--- src/rtl/i2s_pkg.sv ---
// i2s_pkg: shared state encoding, channel constants and default parameters for the I2S frame scheduler.
package i2s_pkg;
    typedef enum logic [1:0] {IDLE, SYNC, DATA, PAD} state_t;
    localparam logic LEFT  = 1'b0;
    localparam logic RIGHT = 1'b1;
    localparam int DEF_SAMPLE_BITS = 8;
    localparam int DEF_SLOT_BITS   = 16;
    localparam int DEF_CLK_DIV     = 2;
    localparam int DEF_DEPTH       = 10;
endpackage

--- src/rtl/i2s_frame_scheduler_rr_arbiter2.sv ---
// rr_arbiter2: two-requester round-robin arbiter with registered one-hot grant.
module rr_arbiter2 (
    input  logic       clk,
    input  logic       reset,
    input  logic       en,
    input  logic [1:0] req,
    output logic [1:0] gnt,
    output logic [1:0] gnt_next
);
    logic prio;
    // prio=1 means consumer 1 wins a tie because consumer 0 was granted last
    always_comb gnt_next = !en ? 2'b00 : (req == 2'b11) ? (prio ? 2'b10 : 2'b01) : req;
    always_ff @(posedge clk) begin
        if (reset) begin
            gnt  <= 2'b00;
            prio <= 1'b0;
        end else begin
            gnt  <= gnt_next;
            prio <= gnt_next[0] ? 1'b1 : gnt_next[1] ? 1'b0 : prio;
        end
    end
endmodule

--- src/rtl/i2s_frame_scheduler.sv ---
// i2s_frame_scheduler: master I2S timing generator, per-frame buffer write and round-robin read sequencing.
// Define I2S_LEFT_JUSTIFIED_EN for left-justified framing (no one-bit delay, SYNC unused).
module i2s_frame_scheduler
    import i2s_pkg::*;
#(
    parameter int SAMPLE_BITS = DEF_SAMPLE_BITS,
    parameter int SLOT_BITS   = DEF_SLOT_BITS,
    parameter int CLK_DIV     = DEF_CLK_DIV,
    parameter int DEPTH       = DEF_DEPTH,
    localparam int AW = $clog2(DEPTH),
    localparam int CW = $clog2(DEPTH + 1)
)(
    input  logic          clk,
    input  logic          reset,
    input  logic          enable,
    output logic          sck_o,
    output logic          ws_o,
    output logic          shift_en_o,
    output logic          shift_ch_o,
    output logic          word_done_o,
    output logic          wr_en_o,
    output logic [AW-1:0] wr_addr_o,
    input  logic [1:0]    rd_req_i,
    output logic [1:0]    rd_gnt_o,
    output logic [AW-1:0] rd_addr_o,
    output logic [CW-1:0] count_o,
    output logic          overflow_o
);
`ifdef I2S_LEFT_JUSTIFIED_EN
    localparam int     FIRST_BIT  = 0;
    localparam state_t SLOT_START = DATA;
`else
    localparam int     FIRST_BIT  = 1;
    localparam state_t SLOT_START = SYNC;
`endif
    localparam int LAST_BIT = FIRST_BIT + SAMPLE_BITS - 1;
    localparam int DW = (CLK_DIV > 1) ? $clog2(CLK_DIV) : 1;
    localparam int BW = $clog2(SLOT_BITS);

    state_t        state, state_nxt;
    logic [DW-1:0] div_cnt;
    logic [BW-1:0] bit_cnt;
    logic [AW-1:0] wr_ptr, rd_ptr;
    logic [1:0]    gnt_next;
    logic          tick, rise, fall, slot_end, word_end, wr_fire, pop, full, drop;

    function automatic logic [AW-1:0] inc(input logic [AW-1:0] p);
        return (p == AW'(DEPTH - 1)) ? '0 : p + AW'(1);
    endfunction

    assign tick     = (state != IDLE) && (div_cnt == DW'(CLK_DIV - 1));
    assign rise     = tick && !sck_o;
    assign fall     = tick && sck_o;
    assign slot_end = fall && (bit_cnt == BW'(SLOT_BITS - 1));
    // bit_cnt only moves on a fall, so it still names the shifted bit one clk later
    assign word_end = shift_en_o && (bit_cnt == BW'(LAST_BIT));
    assign wr_fire  = word_end && (ws_o == RIGHT);
    assign pop      = |gnt_next;
    assign full     = count_o == CW'(DEPTH);
    assign drop     = wr_fire && full && !pop;
    assign shift_ch_o = ws_o;

    always_comb begin
        state_nxt = state;
        case (state)
            IDLE:    state_nxt = enable ? SLOT_START : IDLE;
            SYNC:    state_nxt = fall ? DATA : SYNC;
            DATA:    state_nxt = (fall && bit_cnt == BW'(LAST_BIT)) ? PAD : DATA;
            default: state_nxt = state;
        endcase
        // enable is only honoured at the end of a right slot
        if (slot_end)
            state_nxt = (ws_o == RIGHT && !enable) ? IDLE : SLOT_START;
    end

    always_ff @(posedge clk) begin
        if (reset) begin
            state       <= IDLE;
            div_cnt     <= '0;
            bit_cnt     <= '0;
            sck_o       <= 1'b0;
            ws_o        <= LEFT;
            shift_en_o  <= 1'b0;
            word_done_o <= 1'b0;
            wr_en_o     <= 1'b0;
        end else begin
            state       <= state_nxt;
            div_cnt     <= (state == IDLE || tick) ? '0 : div_cnt + DW'(1);
            sck_o       <= tick ? ~sck_o : sck_o;
            bit_cnt     <= slot_end ? '0 : fall ? bit_cnt + BW'(1) : bit_cnt;
            ws_o        <= slot_end ? ~ws_o : ws_o;
            shift_en_o  <= rise && (state == DATA);
            word_done_o <= word_end;
            wr_en_o     <= wr_fire;
        end
    end

    always_ff @(posedge clk) begin
        if (reset) begin
            wr_ptr     <= '0;
            rd_ptr     <= '0;
            wr_addr_o  <= '0;
            rd_addr_o  <= '0;
            count_o    <= '0;
            overflow_o <= 1'b0;
        end else begin
            wr_ptr     <= wr_fire ? inc(wr_ptr) : wr_ptr;
            wr_addr_o  <= wr_fire ? wr_ptr : wr_addr_o;
            rd_ptr     <= (pop || drop) ? inc(rd_ptr) : rd_ptr;
            rd_addr_o  <= pop ? rd_ptr : rd_addr_o;
            count_o    <= (wr_fire && !pop && !full) ? count_o + CW'(1) :
                          (pop && !wr_fire) ? count_o - CW'(1) : count_o;
            overflow_o <= overflow_o | drop;
        end
    end

    rr_arbiter2 u_arb (
        .clk      (clk),
        .reset    (reset),
        .en       (count_o != '0),
        .req      (rd_req_i),
        .gnt      (rd_gnt_o),
        .gnt_next (gnt_next)
    );
endmodule

--- config.mk ---
export PLATFORM = sky130hd
export DESIGN_NAME = i2s_frame_scheduler
export DESIGN_NICKNAME = d
export VERILOG_FILES = /design/src/rtl/i2s_pkg.sv /design/src/rtl/i2s_frame_scheduler_rr_arbiter2.sv /design/src/rtl/i2s_frame_scheduler.sv
export SDC_FILE = /design/constraint.sdc
export NUM_CORES = 1
export LEC_CHECK = 0
export ABC_AREA = 1
export CAP_MARGIN = 10
export CORE_MARGIN = 10
export CORE_UTILIZATION = 55
export DETAILED_ROUTE_END_ITERATION = 12
export PLACE_DENSITY = 0.79
export REMOVE_ABC_BUFFERS = 1
export SETUP_SLACK_MARGIN = 0.2
export SLEW_MARGIN = 20
export SYNTH_ARGS = -nofsm -noshare
export SYNTH_HDL_FRONTEND = slang
export SYNTH_SLANG_ARGS = --single-unit
--- constraint.sdc ---
create_clock -name clk -period 5.8 [get_ports clk]
set_input_delay 0.58 -clock clk [delete_from_list [all_inputs] [get_ports clk]]
set_output_delay 0.58 -clock clk [all_outputs]
set_load 0.05 [all_outputs]
==> flow_summary.toml <==
[status]
status = "completed"

[die]
die_w_um = 75.9
initial_core_util = 0.568
die_area_um2 = 5760
row_count = 20
die_y_um = 75.9
io_pins = 26
core_area_um2 = 3030

[power]
power_density_nw_per_um2 = 428
max-vdd-ir-drop_uv = 367
power_mw = 0.882
p_leak_nw = 0.833

[worst_setup_path]
path_buf_inv = 1
start_kind = "flip-flop"
cp_cell_sequence = "inv_1 > ha_1 > nand2_2 > nor2_4 > nand3_4 > nor2_4 > nand2_2 > ha_1 > nand2_1 > nand2_1 > nor2_1 > nand3_1 > a21oi_1 > nor2_1"
crit_slowest_cell = "ha_1"
end_kind = "flip-flop"
crit_fanout = 14
crit_type = "reg2reg"
cp_top_family = "simple AND/OR/NAND/NOR gates"
max_stage_delay_ns = 0.34
worstPathArrival_ns = 2.58
cp.required_ns = 6.05

[route]
drc = 0
post_drt_via_cell_ratio = 4.88
vias = 1439
first_iter_violations = 125
drt_first_pass_iters = 4
ant_nets = 0
wirelength_mm = 3.27
wl_per_cell_um = 11.1

[yosys]
yosys_most_used_dff = "dfxtp_1"
avgSynthCellArea_um2 = 7.67
synth_edf_count = 0
post-synth-top-area-fraction = 0.419
ys_ff_latch = 36
synth_area_leaders = "dfxtp_1 42%, nand2_1 7.4%, a21oi_1 6.7%, nor2_1 6.3%, inv_1 5.7%"
yosysSeqAreaShare = 0.419
yosys.area.top_type = "dfxtp_1"
synth_cell_type_count = 31
syn_area_um2 = 1720
synthTopCellsByCount = "36 x dfxtp_1, 34 x nand2_1, 29 x nor2_1"
synthArstFlopShare = 0
synthCells = 224
synthMostInstantiatedCell = "dfxtp_1"
yosysWarnings = 0

[timing]
finalSetupTns_ns = 0
slew_headroom = 0.562
worst_pin_slew_ns = 0.654
grt_setup_unrepaired = "no"
slew_viol_final = 0
min_period_over_period = 0.402
skew_ns = 0.0141
clock.fmax_ghz = 0.428
fin_crit_ns = 2.33
setup_viol = 0
setup_slack_ns = 3.47
whs_ns = 0.438
timing_hold_violations_final = 0

[worst_hold_path]
min_path_type = "reg2reg"

[cells_and_area]
nets = 263
diodes = 0
area_growth_syn_to_layout_pct = 19.9
drive_above_1_share = 0.108

[clock_network]
cts_tree = "yes"
clock-sinks = 36
path_clk_slew_ns = 0.12
hold_buffers = 0
cts_resized = 0
clock_latency_ns = 0.34
cts_buffer_depth = 2
htreeDepth = 2
cts_setup_buffers = 0
numCtsBuffers = 5
cts-root-buf = "clkbuf_4"

[grt]
grt_pass1_wl_mm = 5.71
overflow = 0
first_global_vias = 1294
grt_max_degree = 19
grt_use_total = 0.116
antenna_found_initial = 0

[placed_design]
gp_congestion = 0.843
numPortBuffers = 25
pre_cts_slack_ns = 3.12
dp_hpwl_mm = 2.46

[job]
maxCapViolations = 0
## path summary, 6_finish.rpt
kind | startpoint | endpoint | slack, ns | depth (start not counted)
hold / removal | div_cnt$_SDFF_PP0_ | div_cnt$_SDFF_PP0_ | 0.44 | 1
setup reg to reg | bit_cnt[0]$_SDFFE_PP0P_ | count_o[3]$_SDFFE_PP0P_ | 3.47 | 14
setup / recovery | bit_cnt[0]$_SDFFE_PP0P_ | count_o[3]$_SDFFE_PP0P_ | 3.47 | 14
hold reg to reg | div_cnt$_SDFF_PP0_ | div_cnt$_SDFF_PP0_ | 0.44 | 1
## registers in the layout, summed over array words and instances (netlist names), 2 cells and up
| register | count |
|---|---|
| rd_ptr | 4 |
| u_arb.gnt | 2 |
| state | 2 |
| bit_cnt | 4 |
| wr_ptr | 4 |
| count_o | 4 |
| rd_addr_o | 4 |
| wr_addr_o | 4 |
## cell usage in the layout, fill, tap and decap left out, drive strengths merged, types with 2 or more instances in the layout
cell type and n:
a21oi 24, nor3 2, ha 7, nor2 36
o21ai 19, nand3 18, clkdlybuf4s50 25, inv 27
xor2 2, dfxtp 36, nor3b 2, clkbuf 5
nand2 39, clkinv 2
## power by group
| group | internal (mW) | leakage (nW) | switching [mW] |
|---|---|---|---|
| Sequential | 0.290 | 0.293 | 0.0356 |
| Combinational | 0.129 | 0.499 | 0.251 |
| Clock | 0.0899 | 0.0412 | 0.0868 |
## kinds of logic (layout without fill, tap and decap cells)
logic type,count (synthesis),after routing,synth area share
AND/OR/NAND/NOR,98,98,0.277
flip-flops,36,36,0.419
buffers and inverters,34,61,0.0873
AO/OA/AOI/OAI,45,45,0.138
adder cells (fa/ha/maj),8,8,0.0626
XOR/XNOR,3,3,0.0153
## metrics by stage
step / cell area (um^2) / utilization / cells
after floorplan: 1680 / - / 218
after detailed placement: 1980 / 0.654 / 287
after CTS: 2060 / 0.681 / 295
after global routing: 2060 / 0.681 / 295
after global placement: 1980 / 0.654 / 287
final: 2060 / 0.681 / 295
## layout make-up
class,instances,area (um^2)
clock buffer,5,37.5
clock inverter,3,42.5
fill,276,967
inverter,28,106
multi-input combinational,154,848
sequential,36,721
tap,44,55.1
timing repair buffer,25,250
## metal layers
layer	vias up	share of wire	GRT usage
met3	4	0.065	0.0483
met1	644	0.49	0.148
met4	0	0.011	0.0417
li1	767	-	-
met2	24	0.43	0.169
met5	-	0	0
Note: power is estimated with default switching activity, not from simulation.
==> patch: new RTL, same flow settings <==
Add a define of `I2S_LEFT_JUSTIFIED_EN`.
--- a/src/rtl/i2s_frame_scheduler.sv
+++ b/src/rtl/i2s_frame_scheduler.sv
@@ -1,5 +1,7 @@
 // i2s_frame_scheduler: master I2S timing generator, per-frame buffer write and round-robin read sequencing.
 // Define I2S_LEFT_JUSTIFIED_EN for left-justified framing (no one-bit delay, SYNC unused).
+`define I2S_LEFT_JUSTIFIED_EN
+
 module i2s_frame_scheduler
     import i2s_pkg::*;
 #(
Behaviour: not the same (a bounded check fails within 4 cycles, from zero or initial values and one cycle with reset high).
==> patch against the original RTL <==
- synthesized cell count shrank 0.45%
- final area down 3.1%
- total power is 5.5% lower
- wire length rose by 3.5%
- die area decreased by 1.2%
- setup slack got worse by 130 ps
- non-clock buffer count did not move
- sequential cell count is the same
- combinational power down 1%
- critical path depth is 1 lower
- synthesized area down 1.6%
==> patch: results (changes against the original RTL) <==
layout cells sized above 1 -> 0.1040 (-0.003570)
gate family responsible for the most delay along the worst path -> simple AND/OR/NAND/NOR gates
GR Util All Layers -> 0.1331 (+0.01728)
DRT Wirelength -> 3386 um (+3.5%)
Nets -> 261 (-0.76%)
number of multi-input combinational cells in the layout -> 157 (+1.9%)
cell with the largest stage delay on the worst path -> dfxtp_1
GP Congestion -> 0.8182 (-2.9%)
fraction of standard cell area in multi-input logic -> 0.4198 (+0.008141)
initial detailed-routing violation count -> 94 (-25%)
portion of the post-synthesis area used by sequential elements -> 0.4260 (+0.006822)
outcome -> complete, no violations
Clock Latency Late Sink -> 360 ps (+20 ps)
most numerous cell types in the synthesized netlist -> 41 x nand2_1, 36 x dfxtp_1, 27 x nor2_1
worst supply voltage drop on vdd -> 153.1 uV (-58%)
Placement Cell Area -> 1941 um2 (-2.0%)
distinct cell type count of the synthesized netlist -> 30 (-3.2%)
number of global-route vias before repair -> 1438 (+11%)
Compound-Gate Fraction of Synth Area -> 0.1339 (-0.004407)
Core Area -> 3003 um2 (-0.83%)
maximum number of pins on one net before global-route repair -> 20 (+1)
clock distribution area overhead in the final layout -> 0.02820 (-0.01066)
arrival time at the worst endpoint -> 2720 ps (+140 ps)
area fraction of the dominant cell type after synthesis -> 0.4260 (+0.006822)
skew final -> 6.737 ps (-7.316 ps)
Pint -> 0.4609 mW (-9.4%)
slew at the pin with the worst max-slew slack -> 730.7 ps (+76.24 ps)
main area contributors after synthesis -> dfxtp_1 43%, nand2_1 9.1%, a21oi_1 7.1%
largest fanout on the critical path -> 13 (-1)
fraction of area in registers -> 0.3609 (+0.01118)
area share of xor/xnor cells in the synthesized design -> 0.01553 (+0.0002487)
adder-cell area share of the yosys netlist -> 0.05621 (-0.006378)
global-route wire length before repair -> 5934 um (+3.9%)
Placed Cells -> 275 (-4.2%)
vias per std cell -> 5.163 (+5.8%)
combinational-cell power consumption -> 0.376 mW (-1%)
leakage power summed over all cells -> 0.8266 nW (-0.76%)
Inverters -> 24 (-14%)
half-perimeter wire length of the detailed placement result -> 2496 um (+1.6%)
share of power burned in the clock network -> 0.162 (-0.038)
Clock group -> 0.135 mW (-24%)
delay of the slowest cell on the worst path -> 380 ps (+40 ps)
portion of the layout cell area used by non-clock buffers -> 0.1253 (+0.003880)
-- patch: final timing paths --
path | end | startpoint | slack [ps] | depth (start not counted)
worst max-delay path | count_o[3] | bit_cnt[0] | 3340 | 13
worst min-delay path | div_cnt | div_cnt | 430 | 1
worst max register to register | count_o[3] | bit_cnt[0] | 3340 | 13
worst min register to register | div_cnt | div_cnt | 430 | 1
-- patch: kinds of logic after synthesis --
logic type | Yosys count
compound gates | 44
xor+xnor | 3
fa+ha+maj | 7
buf+inv | 30
flops | 36
simple gates | 103
-- patch: per-layer routing --
layer,up-vias,global-route usage,share of wire
met2,35,0.2238,0.45
met4,0,0.04948,0.019
li1,772,-,-
met5,-,0,0
met1,647,0.1477,0.46
met3,7,0.05339,0.078
-- patch: through the flow --
stage          setup WS (ps)    util
6_report                3336  0.6650
5_1_grt                 3084  0.6650
3_5_place_dp            3074  0.6463
2_1_floorplan           3083       -
4_1_cts                 3351  0.6650
3_3_place_gp            3129  0.6463
